==> src/rtl/i2c_master_pkg.sv <==
// Shared state encoding and prescaler floor for the I2C master controller.
package i2c_master_pkg;

  localparam int MIN_PRESCALER = 2;

  typedef enum logic [3:0] {
    ST_IDLE         = 4'd0,
    ST_START        = 4'd1,
    ST_WRITE_ADDR   = 4'd2,
    ST_READ_ACK     = 4'd3,
    ST_WRITE_DATA   = 4'd4,
    ST_READ_DATA    = 4'd5,
    ST_WRITE_ACK    = 4'd6,
    ST_REPEAT_START = 4'd7,
    ST_STOP         = 4'd8
  } state_t;

endpackage

==> src/rtl/i2c_master_fsm_block_scl_gen.sv <==
// SCL generator: edge counter over one 2P-clock SCL period plus rise/wrap strobes.
module i2c_scl_gen_block (
  input  logic       clk,
  input  logic       rst,
  input  logic       hold,
  input  logic       force_high,
  input  logic [7:0] prescaler,
  output logic       scl,
  output logic       wrap,
  output logic       rise,
  output logic [7:0] edge_count
);

  logic [8:0] e;
  logic [8:0] two_p;

  assign two_p      = {prescaler, 1'b0};
  assign wrap       = !hold && (e == two_p - 9'd1);
  assign rise       = !hold && (e == {1'b0, prescaler});
  assign scl        = force_high || (e >= {1'b0, prescaler});
  assign edge_count = e[7:0];

  always_ff @(posedge clk or posedge rst) begin
    if (rst) begin
      e <= '0;
    end else if (hold || wrap) begin
      e <= '0;
    end else begin
      e <= e + 9'd1;
    end
  end

endmodule

==> src/rtl/i2c_master_fsm_block.sv <==
// I2C master transaction controller: phase sequencing, SCL timing and handshake pulses.
module i2c_master_fsm_block
  import i2c_master_pkg::*;
#(
  parameter int MIN_PRESCALER = i2c_master_pkg::MIN_PRESCALER
) (
  input  logic       i2c_core_clock_i,
  input  logic       reset_bit_i,
  input  logic       cmd_valid_i,
  output logic       cmd_ready_o,
  input  logic [7:0] addr_rw_i,
  input  logic [7:0] byte_count_i,
  input  logic [7:0] prescaler_i,
  input  logic       sda_i,
  output logic       scl_o,
  output logic       start_cnt_o,
  output logic       write_addr_cnt_o,
  output logic       write_data_cnt_o,
  output logic       read_data_cnt_o,
  output logic       write_ack_cnt_o,
  output logic       read_ack_cnt_o,
  output logic       stop_cnt_o,
  output logic       repeat_start_cnt_o,
  output logic [7:0] counter_detect_edge_o,
  output logic [7:0] counter_state_done_time_repeat_start_o,
  output logic       ack_bit_o,
  output logic       tx_req_o,
  output logic       rx_valid_o,
  output logic       done_o,
  output logic       nack_err_o
);

  state_t     state, next_state;
  logic [7:0] addr_rw_q, bytes_left, presc, p_eff;
  logic [2:0] bit_cnt;
  logic       ack_q;
  logic [8:0] rs_cnt;
  logic       hold, force_high, wrap, rise;
  logic       byte_state, eot_point, accept;
  logic       unused_addr_bits;

  // The address itself is consumed by the data path; only R/W steers sequencing.
  assign unused_addr_bits = ^addr_rw_q[7:1];

  assign p_eff = (prescaler_i < 8'(MIN_PRESCALER)) ? 8'(MIN_PRESCALER) : prescaler_i;

  i2c_scl_gen_block u_scl_gen (
    .clk        (i2c_core_clock_i),
    .rst        (reset_bit_i),
    .hold       (hold),
    .force_high (force_high),
    .prescaler  (presc),
    .scl        (scl_o),
    .wrap       (wrap),
    .rise       (rise),
    .edge_count (counter_detect_edge_o)
  );

  assign counter_state_done_time_repeat_start_o = rs_cnt[7:0];

  always_comb begin
    next_state         = state;
    hold               = 1'b0;
    force_high         = 1'b0;
    start_cnt_o        = 1'b0;
    write_addr_cnt_o   = 1'b0;
    write_data_cnt_o   = 1'b0;
    read_data_cnt_o    = 1'b0;
    write_ack_cnt_o    = 1'b0;
    read_ack_cnt_o     = 1'b0;
    stop_cnt_o         = 1'b0;
    repeat_start_cnt_o = 1'b0;
    ack_bit_o          = 1'b0;
    byte_state = (state == ST_WRITE_ADDR) || (state == ST_WRITE_DATA) || (state == ST_READ_DATA);
    // Last-ACK wrap with nothing left: a waiting command turns into a repeated start.
    eot_point = wrap && (bytes_left == 8'd0) &&
                (((state == ST_READ_ACK) && !ack_q) || (state == ST_WRITE_ACK));
    cmd_ready_o = (state == ST_IDLE) || eot_point;
    accept      = cmd_valid_i && cmd_ready_o;

    unique case (state)
      ST_IDLE: begin
        hold       = 1'b1;
        force_high = 1'b1;
        if (accept) next_state = ST_START;
      end
      ST_START: begin
        start_cnt_o = 1'b1;
        force_high  = 1'b1;
        if (wrap) next_state = ST_WRITE_ADDR;
      end
      ST_WRITE_ADDR: begin
        write_addr_cnt_o = 1'b1;
        if (wrap && bit_cnt == 3'd7) next_state = ST_READ_ACK;
      end
      ST_READ_ACK: begin
        read_ack_cnt_o = 1'b1;
        if (wrap) begin
          if (ack_q)                   next_state = ST_STOP;
          else if (bytes_left != 8'd0) next_state = addr_rw_q[0] ? ST_READ_DATA : ST_WRITE_DATA;
          else                         next_state = accept ? ST_REPEAT_START : ST_STOP;
        end
      end
      ST_WRITE_DATA: begin
        write_data_cnt_o = 1'b1;
        if (wrap && bit_cnt == 3'd7) next_state = ST_READ_ACK;
      end
      ST_READ_DATA: begin
        read_data_cnt_o = 1'b1;
        if (wrap && bit_cnt == 3'd7) next_state = ST_WRITE_ACK;
      end
      ST_WRITE_ACK: begin
        write_ack_cnt_o = 1'b1;
        ack_bit_o       = (bytes_left == 8'd0);
        if (wrap) begin
          if (bytes_left != 8'd0) next_state = ST_READ_DATA;
          else                    next_state = accept ? ST_REPEAT_START : ST_STOP;
        end
      end
      ST_REPEAT_START: begin
        repeat_start_cnt_o = 1'b1;
        hold               = 1'b1;
        force_high         = (rs_cnt <= {1'b0, presc});
        if (rs_cnt == 9'd1) next_state = ST_WRITE_ADDR;
      end
      ST_STOP: begin
        stop_cnt_o = 1'b1;
        if (wrap) next_state = ST_IDLE;
      end
      default: next_state = ST_IDLE;
    endcase
  end

  always_ff @(posedge i2c_core_clock_i or posedge reset_bit_i) begin
    if (reset_bit_i) begin
      state      <= ST_IDLE;
      addr_rw_q  <= '0;
      bytes_left <= '0;
      presc      <= '0;
      bit_cnt    <= '0;
      ack_q      <= 1'b0;
      rs_cnt     <= '0;
      nack_err_o <= 1'b0;
      tx_req_o   <= 1'b0;
      rx_valid_o <= 1'b0;
      done_o     <= 1'b0;
    end else begin
      state <= next_state;
      if (accept) begin
        addr_rw_q  <= addr_rw_i;
        bytes_left <= byte_count_i;
        presc      <= p_eff;
        nack_err_o <= 1'b0;
      end else if ((next_state != state) &&
                   ((next_state == ST_WRITE_DATA) || (next_state == ST_READ_DATA))) begin
        bytes_left <= bytes_left - 8'd1;
      end
      if (byte_state && wrap) bit_cnt <= bit_cnt + 3'd1;
      if ((state == ST_READ_ACK) && rise) begin
        ack_q <= sda_i;
        if (sda_i) nack_err_o <= 1'b1;
      end
      if ((next_state == ST_REPEAT_START) && (state != ST_REPEAT_START)) begin
        rs_cnt <= {p_eff, 1'b0};
      end else if (state == ST_REPEAT_START) begin
        rs_cnt <= rs_cnt - 9'd1;
      end
      // Byte request waits for a good ACK sample so a NACKed slave never sees one.
      tx_req_o   <= (state == ST_READ_ACK) && rise && !sda_i &&
                    (bytes_left != 8'd0) && !addr_rw_q[0];
      rx_valid_o <= (state == ST_READ_DATA) && (next_state == ST_WRITE_ACK);
      done_o     <= (state == ST_STOP) && wrap;
    end
  end

endmodule

==> config.mk <==
export PLATFORM = sky130hd
export DESIGN_NAME = i2c_master_fsm_block
export DESIGN_NICKNAME = d
export VERILOG_FILES = /design/src/rtl/i2c_master_pkg.sv /design/src/rtl/i2c_master_fsm_block_scl_gen.sv /design/src/rtl/i2c_master_fsm_block.sv
export SDC_FILE = /design/constraint.sdc
export NUM_CORES = 1
export LEC_CHECK = 0
export CELL_PAD_IN_SITES_DETAIL_PLACEMENT = 1
export CELL_PAD_IN_SITES_GLOBAL_PLACEMENT = 1
export CORE_MARGIN = 1.5
export CORE_UTILIZATION = 44
export DETAILED_ROUTE_END_ITERATION = 7
export GPL_TIMING_DRIVEN = 1
export PLACE_DENSITY = 0.95
export SETUP_SLACK_MARGIN = 0.4
export SYNTH_ARGS = -nofsm -noshare
export SYNTH_HDL_FRONTEND = slang
export SYNTH_SLANG_ARGS = --single-unit
==> constraint.sdc <==
create_clock -name i2c_core_clock_i -period 4.9 [get_ports i2c_core_clock_i]
set_input_delay 0.49 -clock i2c_core_clock_i [delete_from_list [all_inputs] [get_ports i2c_core_clock_i]]
set_output_delay 0.49 -clock i2c_core_clock_i [all_outputs]
set_load 0.05 [all_outputs]
* Word level (Yosys, flattened, before mapping)
Cells that the tools add are included.
Word-level totals: bits in registers 47, input port bits 28, output and inout bits 31, logic and storage cells 107
Cells by class: add/sub/neg operators 5, $lt $le $gt $ge 3, equality and inequality tests 18, multiplexer cells 34, reductions and logical operators 35
Operators by type and width (number):
- $mux 4 | 12
- $eq 4x3->1 const B | 8
- $pmux 4 s8 | 1
- $mux 9 | 3
- $mux 8 | 3
- $sub 9x1->9 const B | 2
- $logic_and 1x1->1 | 16
- $mux 1 | 14
- $add 9x1->9 const B | 1
- $eq 9x1->1 const B | 1
- $eq 9x8->1 | 1
- $eq 9x9->1 | 1
- $ge 9x8->1 | 1
- $le 9x8->1 | 1
- $eq 4x2->1 const B | 2
- $logic_not 8->1 | 1
- $lt 8x2->1 const B | 1
- $reduce_bool 8->1 | 1
- $sub 8x1->8 const B | 1
- $logic_or 1x1->1 | 7
- $reduce_or 2->1 | 3
- $eq 4x1->1 const B | 1
- $eq 4x4->1 const B | 1
- $logic_not 1->1 | 4
- other kinds (7) | 8

* Logic depth before layout (Yosys ltp)
Gate-level depths: netlist of the first run.
depth after elaboration 19, mapped depth 14, gate-level depth less buffers 12

* Modules after synthesis
From an unflattened synthesis of the first run, not the netlist that was laid out.
Second synthesis, totals: cell total of the unflattened synthesis 402, area, all modules 3621.0 um^2
Modules (own cells, without submodules):
- i2c_master_fsm_block | times used 1, cells an instance 295, area an instance 2680.1 um^2, sequential area each 950.9 um^2
- i2c_scl_gen_block | times used 1, cells an instance 107, area an instance 940.9 um^2, sequential area each 225.2 um^2

* Worst setup path before layout of the first run
No wires, ideal clock.
kind register to output, from register presc[1], to output port scl_o, arrival time 3797 ps, required time 4410 ps, path slack 613 ps, cell stages (with the launch flop) 12, path buffers 0, cells stage by stage dfrtp_1 inv_1 ha_1 nor2b_1 o21a_1 o21a_1 o21a_1 o21a_1 o21a_1 o21a_1 o22a_1 o311ai_0
On the way: longest elaborated chain between the ends 3, elaborated cells between the ends (all ways) 4, those cells by class order compare (2); mux (1); reduce/logical (1)
RTL lines:
- start, declared | RTL line i2c_master_fsm_block.sv:34 | logic [7:0] addr_rw_q, bytes_left, presc, p_eff;
- start signal, assigned | RTL line i2c_master_fsm_block.sv:152 | presc <= p_eff;
- $le 9x8->1 | RTL line i2c_master_fsm_block.sv:123 | force_high = (rs_cnt <= {1'b0, presc});
- $pmux 1 s2 | RTL line i2c_master_fsm_block.sv:81 | unique case (state)
- $logic_or 1x1->1 (*) | RTL line i2c_master_fsm_block_scl_gen.sv:20 | assign scl = force_high || (e >= {1'b0, prescaler});
- end, declared | RTL line i2c_master_fsm_block.sv:15 | output logic scl_o,
Mark *: on every way between the ends. The rest lies on a longest branch, timed or not.

* Worst setup path after layout of the first run
Ends and elaborated chain as after synthesis.

==> impl_metrics.tcl, run 1 <==
set metrics [dict create \
    drt_pass1_iterations 4 \
    synth_edf_count 0 \
    pre_cts_ws_ns 0.780 \
    tns_ns 0 \
    clk_path_buf_depth 2 \
    synth_top_family_by_area "simple AND/OR/NAND/NOR gates" \
    critPathLaunchType "register" \
    synthAdderAreaFrac_pct 8.32 \
    slew_headroom_pct 33.1 \
    fin_crit_ns 4.20 \
    synthMuxAreaShare_pct 2.57 \
    fp.coreArea_sq_um 7650 \
    crit_top_cell "o21a_1" \
    fin_skew_ns 0.0107 \
    path_clk_slew_ns 0.10 \
    grt_overflow 0 \
    grt_max_degree 48 \
    rows 32 \
    antenna_found_initial 0 \
    layout_commonest_cell "clkdlybuf4s50_1" \
    vias 3165 \
    die_area_sq_um 8400 \
    worst_pin_slew_ns 1.00 \
    clock_latency_ns 0.31 \
    synth_top_flop_cell "dfrtp_1" \
    drive_gt1_share_pct 7.31 \
    grtUsageTotal_pct 24.3 \
    path_max_fanout 6 \
    drtIter0Drc 253 \
    place_congestion 0.851 \
    detail_route.wl_per_cell_microns 18.8 \
    synth_area_sq_um 3460 \
    synth_cell_types 65 \
    status "complete, no violations" \
    rsz0062_at_grt "no" \
    fin_util_pct 52.6 \
    synthXorXnorAreaFrac_pct 4.31 \
    dieWidth_microns 91.6 \
    wl_microns 9900 \
    powerDensity_nw_per_um2 192 \
    worstPathArrival_ns 3.71 \
    worstHoldPathType "register to register" \
    critical_path.cell_chain "inv_1 > ha_1 > nor2b_1 > o21a_1 > o21a_1 > o21a_1 > o21a_1 > o21a_1 > o21a_1 > o22a_1 > o311ai_0 > dlygate4sd2_1" \
    die_h_microns 91.6 \
    finalSetupViolCount 0 \
    p_leak_uw 0.00173 \
    syn_nets 446 \
    r2r_slack_ns 1.00 \
    slew_viol_final 0 \
    num_antenna_cells 0 \
    start_util_pct 45.2 \
    ant_nets 0 \
    ctsHoldBuffers 0 \
    cts-resized-gates 1 \
    ys_ff_latch 47 \
    post_synth.cell_area_avg_sq_um 8.75 \
    finalHoldViolations 0 \
    ys_seq_area_share_pct 34.0 \
    required_ns 4.41 \
    async_reset_ff_share_pct 100 \
    dp_hpwl_microns 7430 \
    post-route-drc-count 0 \
    timing.fmax_mhz 238 \
    worst_slack_ns 0.696 \
    end_kind "primary output" \
    most-common-layout-cells "50 x clkdlybuf4s50_1, 47 x dfrtp_1, 30 x nand2_1" \
    cts_root_buf "clkbuf_8" \
    num-nets-final 474 \
    post_cts_buffers 0 \
    cts_tree "built" \
    grt_pass1_wl_microns 16300 \
    yosysWarnings 0 \
    cpMaxStageDelayCell "dlygate4sd2_1" \
    portBuffers 51 \
    path_class "register to primary output" \
    cts-htree-levels 2 \
    period_share_pct 85.8 \
    power_uw 774 \
    ios 59 \
    synth-compound-area-share_pct 20.5 \
    synth_simple_gate_area_share_pct 22.0 \
    cap_violations 0 \
    peakVddDrop_mv 0.126 \
    clock_sinks 47 \
    critPathMaxStageDelay_ns 0.60 \
    viasPerCell 6.02 \
    grt_pass1_vias 3304 \
    synth_cells 395 \
    area.growth.synth_to_final_pct 16.3 \
    cts_buffers 5 \
]
[flip-flops by register name (all words and copies together), names as in the netlist]
register	count
addr_rw_q	1
tx_req_o	1
presc	8
u_scl_gen.e	9
rx_valid_o	1
bit_cnt	3
bytes_left	8
ack_q	1
rs_cnt	9
nack_err_o	1
done_o	1
state	4
[worst paths after layout]
check / cells after the start / endpoint / start
max reg2reg: 12 / bytes_left[7] / presc[1]
min reg2reg: 1 / bit_cnt[0] / bit_cnt[0]
min: 1 / bit_cnt[0] / bit_cnt[0]
max: 12 / scl_o / presc[1]
max in group asynchronous: 2 / done_o / reset_bit_i
min in group asynchronous: 2 / bytes_left[6] / reset_bit_i
[through the flow]
step / instance area (sq um) / std cells / hold slack (ns)
finish: 4020 / 526 / 0.495
global route: 4020 / 526 / 0.516
CTS: 4020 / 526 / 0.494
detailed placement: 3920 / 518 / 0.481
global placement: 3920 / 518 / 0.467
floorplan: 3460 / 395 / 0.426
[metal layers]
metal / GRT usage [%] / wire length [microns] / up-vias
li1: - / - / 1479
met1: 31.2 / 4420 / 1605
met2: 42.5 / 4980 / 63
met3: 3.07 / 277 / 18
met4: 7.81 / 221 / 0
met5: 0 / 0 / -
[report_power, final]
part / internal, uW / total, uW / leakage [uW] / switching (uW)
Combinational: 41.6 / 92.3 / 0.00107 / 50.7
Sequential: 396 / 407 / 0.000614 / 11.3
Clock: 129 / 275 / 0.0000505 / 146
[critical path, delay by kind of cell (launching register included)]
| family | cells | cell delay (ns) |
|---|---|---|
| flip-flops | 1 | 0.48 |
| buffers and inverters | 2 | 0.75 |
| adder cells (fa/ha/maj) | 1 | 0.33 |
| AND/OR/NAND/NOR | 1 | 0.15 |
| AO/OA/AOI/OAI | 8 | 1.68 |
[area by class of cell]
type	instances	area (sq um)
timing repair buffer	51	509
sequential	47	1180
tap	102	128
clock buffer	7	96.3
inverter	29	109
fill	904	3630
clock inverter	1	7.51
multi-input combinational	289	2000
[synth_stat cells, types with 3 or more instances]
| cell | count | area (sq um) |
|---|---|---|
| a21o_1 | 4 | 30.0 |
| or2_2 | 3 | 18.8 |
| inv_1 | 28 | 105 |
| or3_1 | 6 | 37.5 |
| nand4_1 | 8 | 50.1 |
| and3_1 | 4 | 25.0 |
| dfrtp_1 | 47 | 1180 |
| nor3_1 | 15 | 75.1 |
| o31ai_1 | 10 | 75.1 |
| clkbuf_1 | 10 | 37.5 |
| or4_1 | 11 | 82.6 |
| nor2b_1 | 3 | 18.8 |
| o21ai_0 | 19 | 95.1 |
| xnor2_1 | 12 | 105 |
| nand3_1 | 11 | 55.1 |
| nand2b_1 | 7 | 43.8 |
| nor4_1 | 9 | 56.3 |
| o21a_1 | 9 | 67.6 |
| mux2_2 | 7 | 78.8 |
| nand2_1 | 30 | 113 |
| a21oi_1 | 14 | 70.1 |
| xor2_1 | 5 | 43.8 |
| ha_1 | 23 | 288 |
| a31oi_1 | 10 | 62.6 |
| a211oi_1 | 3 | 22.5 |
| buf_4 | 16 | 120 |
| nor2_1 | 28 | 105 |
[logic make-up (layout without fill, tap and decap cells)]
group | Yosys count | after routing
buf+inv | 59 | 88
simple gates | 144 | 144
xor+xnor | 17 | 17
compound gates | 97 | 97
mux | 8 | 8
flops | 47 | 47
fa+ha+maj | 23 | 23
No activity file was read; power rests on OpenSTA's default activity.
==> run 2, diff against run 1 <==
--- a/config.mk
+++ b/config.mk
@@ -5,13 +5,12 @@
 export SDC_FILE = /design/constraint.sdc
 export NUM_CORES = 1
 export LEC_CHECK = 0
-export CELL_PAD_IN_SITES_DETAIL_PLACEMENT = 1
-export CELL_PAD_IN_SITES_GLOBAL_PLACEMENT = 1
 export CORE_MARGIN = 1.5
 export CORE_UTILIZATION = 44
+export CTS_CLUSTER_DIAMETER = 50
 export DETAILED_ROUTE_END_ITERATION = 7
 export GPL_TIMING_DRIVEN = 1
-export PLACE_DENSITY = 0.95
+export PLACE_DENSITY = 0.78
 export SETUP_SLACK_MARGIN = 0.4
 export SYNTH_ARGS = -nofsm -noshare
 export SYNTH_HDL_FRONTEND = slang
==> constraint.sdc (replaced) <==
create_clock -name i2c_core_clock_i -period 4.9 [get_ports i2c_core_clock_i]
set_input_delay 0.49 -clock i2c_core_clock_i [delete_from_list [all_inputs] [get_ports i2c_core_clock_i]]
set_output_delay 0.49 -clock i2c_core_clock_i [all_outputs]
set_load 0.1 [all_outputs]
==> run 2 against run 1 <==
Cell count shrank 0.19%. Global-route usage decreased by 4.4 points. Clock power is 13% lower. Clock skew fell by 0.00098 ns. First-iteration DRC count fell by 32%. Combinational power shrank 2%. Flip-flop and latch count is the same. Largest power group unchanged.
==> impl_metrics.tcl, run 2 (synthesis gave the netlist of run 1 again) <==
set metrics [dict create \
    fill_cells 708 \
    cts_tree "built" \
    grt_overflow 0 \
    area.growth.synth_to_final_pct 16.0 \
    reg2regPathDepth 12 \
    clk_path_buf_depth 2 \
    die_h_microns 91.6 \
    most-common-layout-cells "49 x clkdlybuf4s50_1, 47 x dfrtp_1, 30 x nand2_1" \
    detail_route.wl_per_cell_microns 15.5 \
    ios 59 \
    layout_commonest_cell "clkdlybuf4s50_1" \
    finalSetupViolCount 0 \
    end_kind "register" \
    fin_skew_ns 0.00975 \
    min_from "bit_cnt[0]" \
    timing.fmax_mhz 273 \
    vias 3039 \
    dp_hpwl_microns 6060 \
    place_congestion 0.862 \
    portBuffers 51 \
    start_util_pct 45.2 \
    peakVddDrop_mv 0.102 \
    path_class "register to register" \
    top_layer_used "met4" \
    worstHoldPathType "register to register" \
    dieWidth_microns 91.6 \
    critical_path.cell_chain "inv_1 > ha_1 > nor3b_2 > nand2_1 > or4_1 > a31o_2 > o31ai_1 > o21ba_2 > inv_2 > nand2_1 > or4_1 > a31oi_1" \
    powerDensity_nw_per_um2 184 \
    p_leak_uw 0.00173 \
    cts_buffers 5 \
    clock_sinks 47 \
    regToRegEndpoint "bytes_left[3]" \
    cts_root_buf "clkbuf_8" \
    critPathLaunchType "register" \
    post-route-drc-count 0 \
    ctsHoldBuffers 0 \
    largest_registers "rs_cnt (9), u_scl_gen.e (9)" \
    grtUsageTotal_pct 19.9 \
    ant_nets 0 \
    cap_violations 0 \
    met3_length_microns 307 \
    drt_pass1_iterations 4 \
    regToRegStartpoint "presc[0]" \
    drtIter0Drc 171 \
    worst_pin_slew_ns 1.03 \
    die_area_sq_um 8400 \
    slew_headroom_pct 31.2 \
    wl_met1_microns 3870 \
    critPathMaxStageDelay_ns 0.56 \
    cts-htree-levels 2 \
    slew_viol_final 0 \
    path_clk_slew_ns 0.09 \
    rows 32 \
    required_ns 5.12 \
    clock_latency_ns 0.30 \
    worstHoldEndpoint "bit_cnt[0]" \
    fp.coreArea_sq_um 7650 \
    rsz0062_at_grt "no" \
    cpMaxStageDelayCell "or4_1" \
    num_antenna_cells 0 \
    antenna_found_initial 0 \
    path_max_fanout 15 \
    whs_path_depth 1 \
    post_cts_buffers 0 \
    status "complete, no violations" \
    fin_util_pct 52.4 \
    final_cell_area_sq_um 4010 \
    tns_ns 0 \
    wl_met2_microns 3810 \
    period_share_pct 74.9 \
    grt_pass1_vias 2907 \
    drive_gt1_share_pct 7.80 \
    grt_max_degree 48 \
    wl_microns 8110 \
    grt_pass1_wl_microns 13700 \
    cts-resized-gates 0 \
    r2r_slack_ns 1.23 \
    num-nets-final 474 \
    dpl_cell_area_sq_um 3920 \
    worstPathArrival_ns 3.89 \
    fin_crit_ns 3.67 \
    finalHoldViolations 0 \
    viasPerCell 5.79 \
]
==> run 2: per-stage QoR <==
stage	power, uW	hold WS [ns]	cells	setup WS, ns
2_1_floorplan	470	0.426	395	0.654
3_3_place_gp	500	0.467	518	1.50
3_5_place_dp	504	0.493	518	1.37
4_1_cts	743	0.505	525	1.25
5_1_grt	767	0.529	525	0.988
6_report	736	0.498	525	1.23
==> run 2: report_power, final <==
group          switching (uW)  internal [uW]  total, uW
registers                10.6            395        406
logic                    48.4           41.9       90.4
clock network             129            111        240
total                     188            548        736
==> run 2: per-layer routing <==
| layer | GRT usage (%) | vias up |
|---|---|---|
| met2 | 32.1 | 76 |
| met3 | 3.57 | 10 |
| met1 | 27.6 | 1464 |
| met4 | 5.08 | 0 |
| li1 | - | 1489 |
| met5 | 0 | - |
==> run 2: critical path, delay by kind of cell, from the launching register on <==
| family | cells | cell delay, ns |
|---|---|---|
| compound gates | 4 | 0.94 |
| flops | 1 | 0.51 |
| simple gates | 5 | 1.76 |
| fa+ha+maj | 1 | 0.20 |
| buf+inv | 2 | 0.18 |
==> run 2: worst max-delay path by stage <==
stage	from	to	slack, ns	cells past startpoint
floorplan	state[1]	bytes_left[1]	0.65	8
global placement	presc[1]	bytes_left[3]	1.50	12
detailed placement	presc[0]	bytes_left[3]	1.37	12
CTS	presc[1]	scl_o	1.25	12
global route	presc[0]	bytes_left[3]	0.99	12
finish	presc[0]	bytes_left[3]	1.23	12
==> run 2: area by class of cell <==
| class | instances | area, sq um | share of cell area [%] |
|---|---|---|---|
| clock inverter | 1 | 5.00 | 0.125 |
| timing repair buffer | 51 | 505 | 12.6 |
| tap | 102 | 128 | 3.18 |
| clock buffer | 6 | 82.6 | 2.06 |
| inverter | 29 | 109 | 2.72 |
| multi-input combinational | 289 | 2000 | 50.0 |
| sequential | 47 | 1180 | 29.3 |
==> run 3, diff against run 2 <==
--- a/config.mk
+++ b/config.mk
@@ -10,7 +10,7 @@
 export CTS_CLUSTER_DIAMETER = 50
 export DETAILED_ROUTE_END_ITERATION = 7
 export GPL_TIMING_DRIVEN = 1
-export PLACE_DENSITY = 0.78
+export PLACE_DENSITY = 0.81
 export SETUP_SLACK_MARGIN = 0.4
 export SYNTH_ARGS = -nofsm -noshare
 export SYNTH_HDL_FRONTEND = slang
==> constraint.sdc (replaced) <==
create_clock -name i2c_core_clock_i -period 3.2 [get_ports i2c_core_clock_i]
set_input_delay 0.32 -clock i2c_core_clock_i [delete_from_list [all_inputs] [get_ports i2c_core_clock_i]]
set_output_delay 0.32 -clock i2c_core_clock_i [all_outputs]
set_load 0.1 [all_outputs]
==> run 3 against run 2 <==
Sequential share of layout area down 6.1 points. Combinational power up 130%. Worst setup slack worse by 1.4 ns. Non-clock buffer count up 67. Cell count up 13%. The run now ends with setup timing left. Register-to-register slack worse by 1.4 ns. Sequential power up 54%.
==> impl_metrics.tcl, run 3 (synthesis gave the netlist of run 1 again) <==
set metrics [dict create \
    regToRegStartpoint "presc[1]" \
    viasPerCell 6.20 \
    grt_pass1_vias 3349 \
    powerDensity_nw_per_um2 251 \
    whs_path_depth 1 \
    fin_crit_ns 3.32 \
    worstHoldPathType "register to register" \
    post-route-drc-count 0 \
    ant_nets 0 \
    reg2regPathDepth 14 \
    start_util_pct 45.2 \
    fin_skew_ns 0.0148 \
    path_class "register to register" \
    worst_pin_slew_ns 1.02 \
    place_congestion 0.906 \
    cts_tree "built" \
    drt_pass1_iterations 5 \
    critical_path.cell_chain "inv_2 > buf_6 > ha_4 > nor3b_4 > nand2_1 > or4_4 > a31o_4 > o31ai_2 > o21ba_4 > inv_4 > nand2_4 > buf_6 > or4_1 > a31oi_1" \
    grt_max_degree 48 \
    antenna_found_initial 0 \
    clock_sinks 47 \
    cts_root_buf "clkbuf_8" \
    ctsHoldBuffers 0 \
    clk_path_buf_depth 2 \
    slew_viol_final 0 \
    placed_cells 550 \
    end_kind "register" \
    vias 3676 \
    power_uw 1270 \
    path_max_fanout 6 \
    portBuffers 51 \
    worstHoldEndpoint "tx_req_o" \
    finalSetupViolCount 6 \
    period_share_pct 104 \
    worstPathArrival_ns 3.56 \
    critPathMaxStageDelay_ns 0.59 \
    grt_overflow 0 \
    die_area_sq_um 8400 \
    die_h_microns 91.6 \
    regToRegEndpoint "bytes_left[3]" \
    path_clk_slew_ns 0.10 \
    min_from "addr_rw_q[0]" \
    num_antenna_cells 0 \
    layout_commonest_cell "buf_4" \
    most-common-layout-cells "63 x buf_4, 46 x dfrtp_1, 34 x clkdlybuf4s50_1" \
    worst_slack_ns -0.119 \
    num-nets-final 542 \
    hold_ws_ns 0.493 \
    timing.fmax_mhz 301 \
    fp.coreArea_sq_um 7650 \
    area.growth.synth_to_final_pct 46.6 \
    grtUsageTotal_pct 23.5 \
    drive_gt1_share_pct 34.2 \
    dp_hpwl_microns 6900 \
    cts_buffers 5 \
    drtIter0Drc 307 \
    clock_latency_ns 0.32 \
    wl_microns 11600 \
    crit_top_cell "buf_6" \
    r2r_slack_ns -0.12 \
    detail_route.wl_per_cell_microns 19.5 \
    grt_pass1_wl_microns 15900 \
    critPathLaunchType "register" \
    rows 32 \
    fill_cells 557 \
    status "finished, violations left" \
    cts-htree-levels 2 \
    tns_ns -0.254 \
    dieWidth_microns 91.6 \
    slew_headroom_pct 32.2 \
    ios 59 \
    violations "setup timing" \
    largest_registers "rs_cnt (9), u_scl_gen.e (9)" \
    cpMaxStageDelayCell "or4_4" \
    required_ns 3.44 \
    finalHoldViolations 0 \
    finalNonFillerCells 593 \
    rsz0062_at_grt "yes" \
    peakVddDrop_mv 0.150 \
    cap_violations 0 \
    p_leak_uw 0.00224 \
]
[run 3: changes by cell type in the layout (fill, tap and decap cells not counted), moves of 6 or more]
cell | previous run | this run
buf_6 | 0 | 15
or4_4 | 1 | 8
o31ai_1 | 10 | 4
clkdlybuf4s50_1 | 49 | 34
o21ai_0 | 19 | 10
buf_4 | 2 | 63
or4_1 | 11 | 4
[run 3: worst max-delay path by stage]
stage | startpoint | endpoint | cells after the start
final | presc[1] | bytes_left[3] | 14
after global routing | presc[1] | bytes_left[3] | 17
after CTS | presc[1] | scl_o | 13
after detailed placement | presc[1] | bytes_left[6] | 12
after global placement | bytes_left[3] | rs_cnt[1] | 9
after floorplan | presc[1] | scl_o | 11
[run 3: stage by stage]
stage	instance area (sq um)	setup slack (ns)	util, %
5_1_grt	5070	-0.230	66.3
6_report	5070	-0.119	66.3
3_5_place_dp	4230	-0.0293	55.3
2_1_floorplan	3560	0.0135	-
4_1_cts	4620	-0.0323	60.5
3_3_place_gp	4230	0.0763	55.3
[run 3: report_power, final]
part / total, uW / switching [uW] / leakage [uW] / internal, uW
registers: 624 / 18.2 / 0.000613 / 606
clock network: 440 / 210 / 0.0000513 / 229
logic: 211 / 108 / 0.00158 / 103
[run 3: final cells by class]
| class | count | area [sq um] | area share (%) |
|---|---|---|---|
| sequential | 47 | 1180 | 23.2 |
| inverter | 29 | 111 | 2.20 |
| multi-input combinational | 290 | 2440 | 48.2 |
| clock buffer | 6 | 72.6 | 1.43 |
| tap | 102 | 128 | 2.52 |
| clock inverter | 1 | 30.0 | 0.592 |
| timing repair buffer | 118 | 1110 | 21.8 |
[run 3: metal layers]
layer / GRT usage (%) / vias to the layer above / share of wire, %
met2: 41.4 / 222 / 49
met1: 28.9 / 1754 / 38
li1: - / 1623 / -
met4: 10.5 / 0 / 5.7
met3: 2.65 / 77 / 6.9
met5: 0 / - / 0
[run 3: worst max-delay path, delay by kind of cell (launching register included)]
family          cells  cell delay [ns]
compound gates      4             0.87
buf+inv             4             0.38
flops               1             0.40
simple gates        5             1.47
fa+ha+maj           1             0.13
[run 3: repair_timing]
| action | in CTS | in global routing |
|---|---|---|
| cloned | 1 | 2 |
| buffers inserted | 13 | 20 |
| gates resized for setup | 39 | 59 |
| setup endpoints to repair | 15 | 29 |
| pin swaps | 34 | 28 |
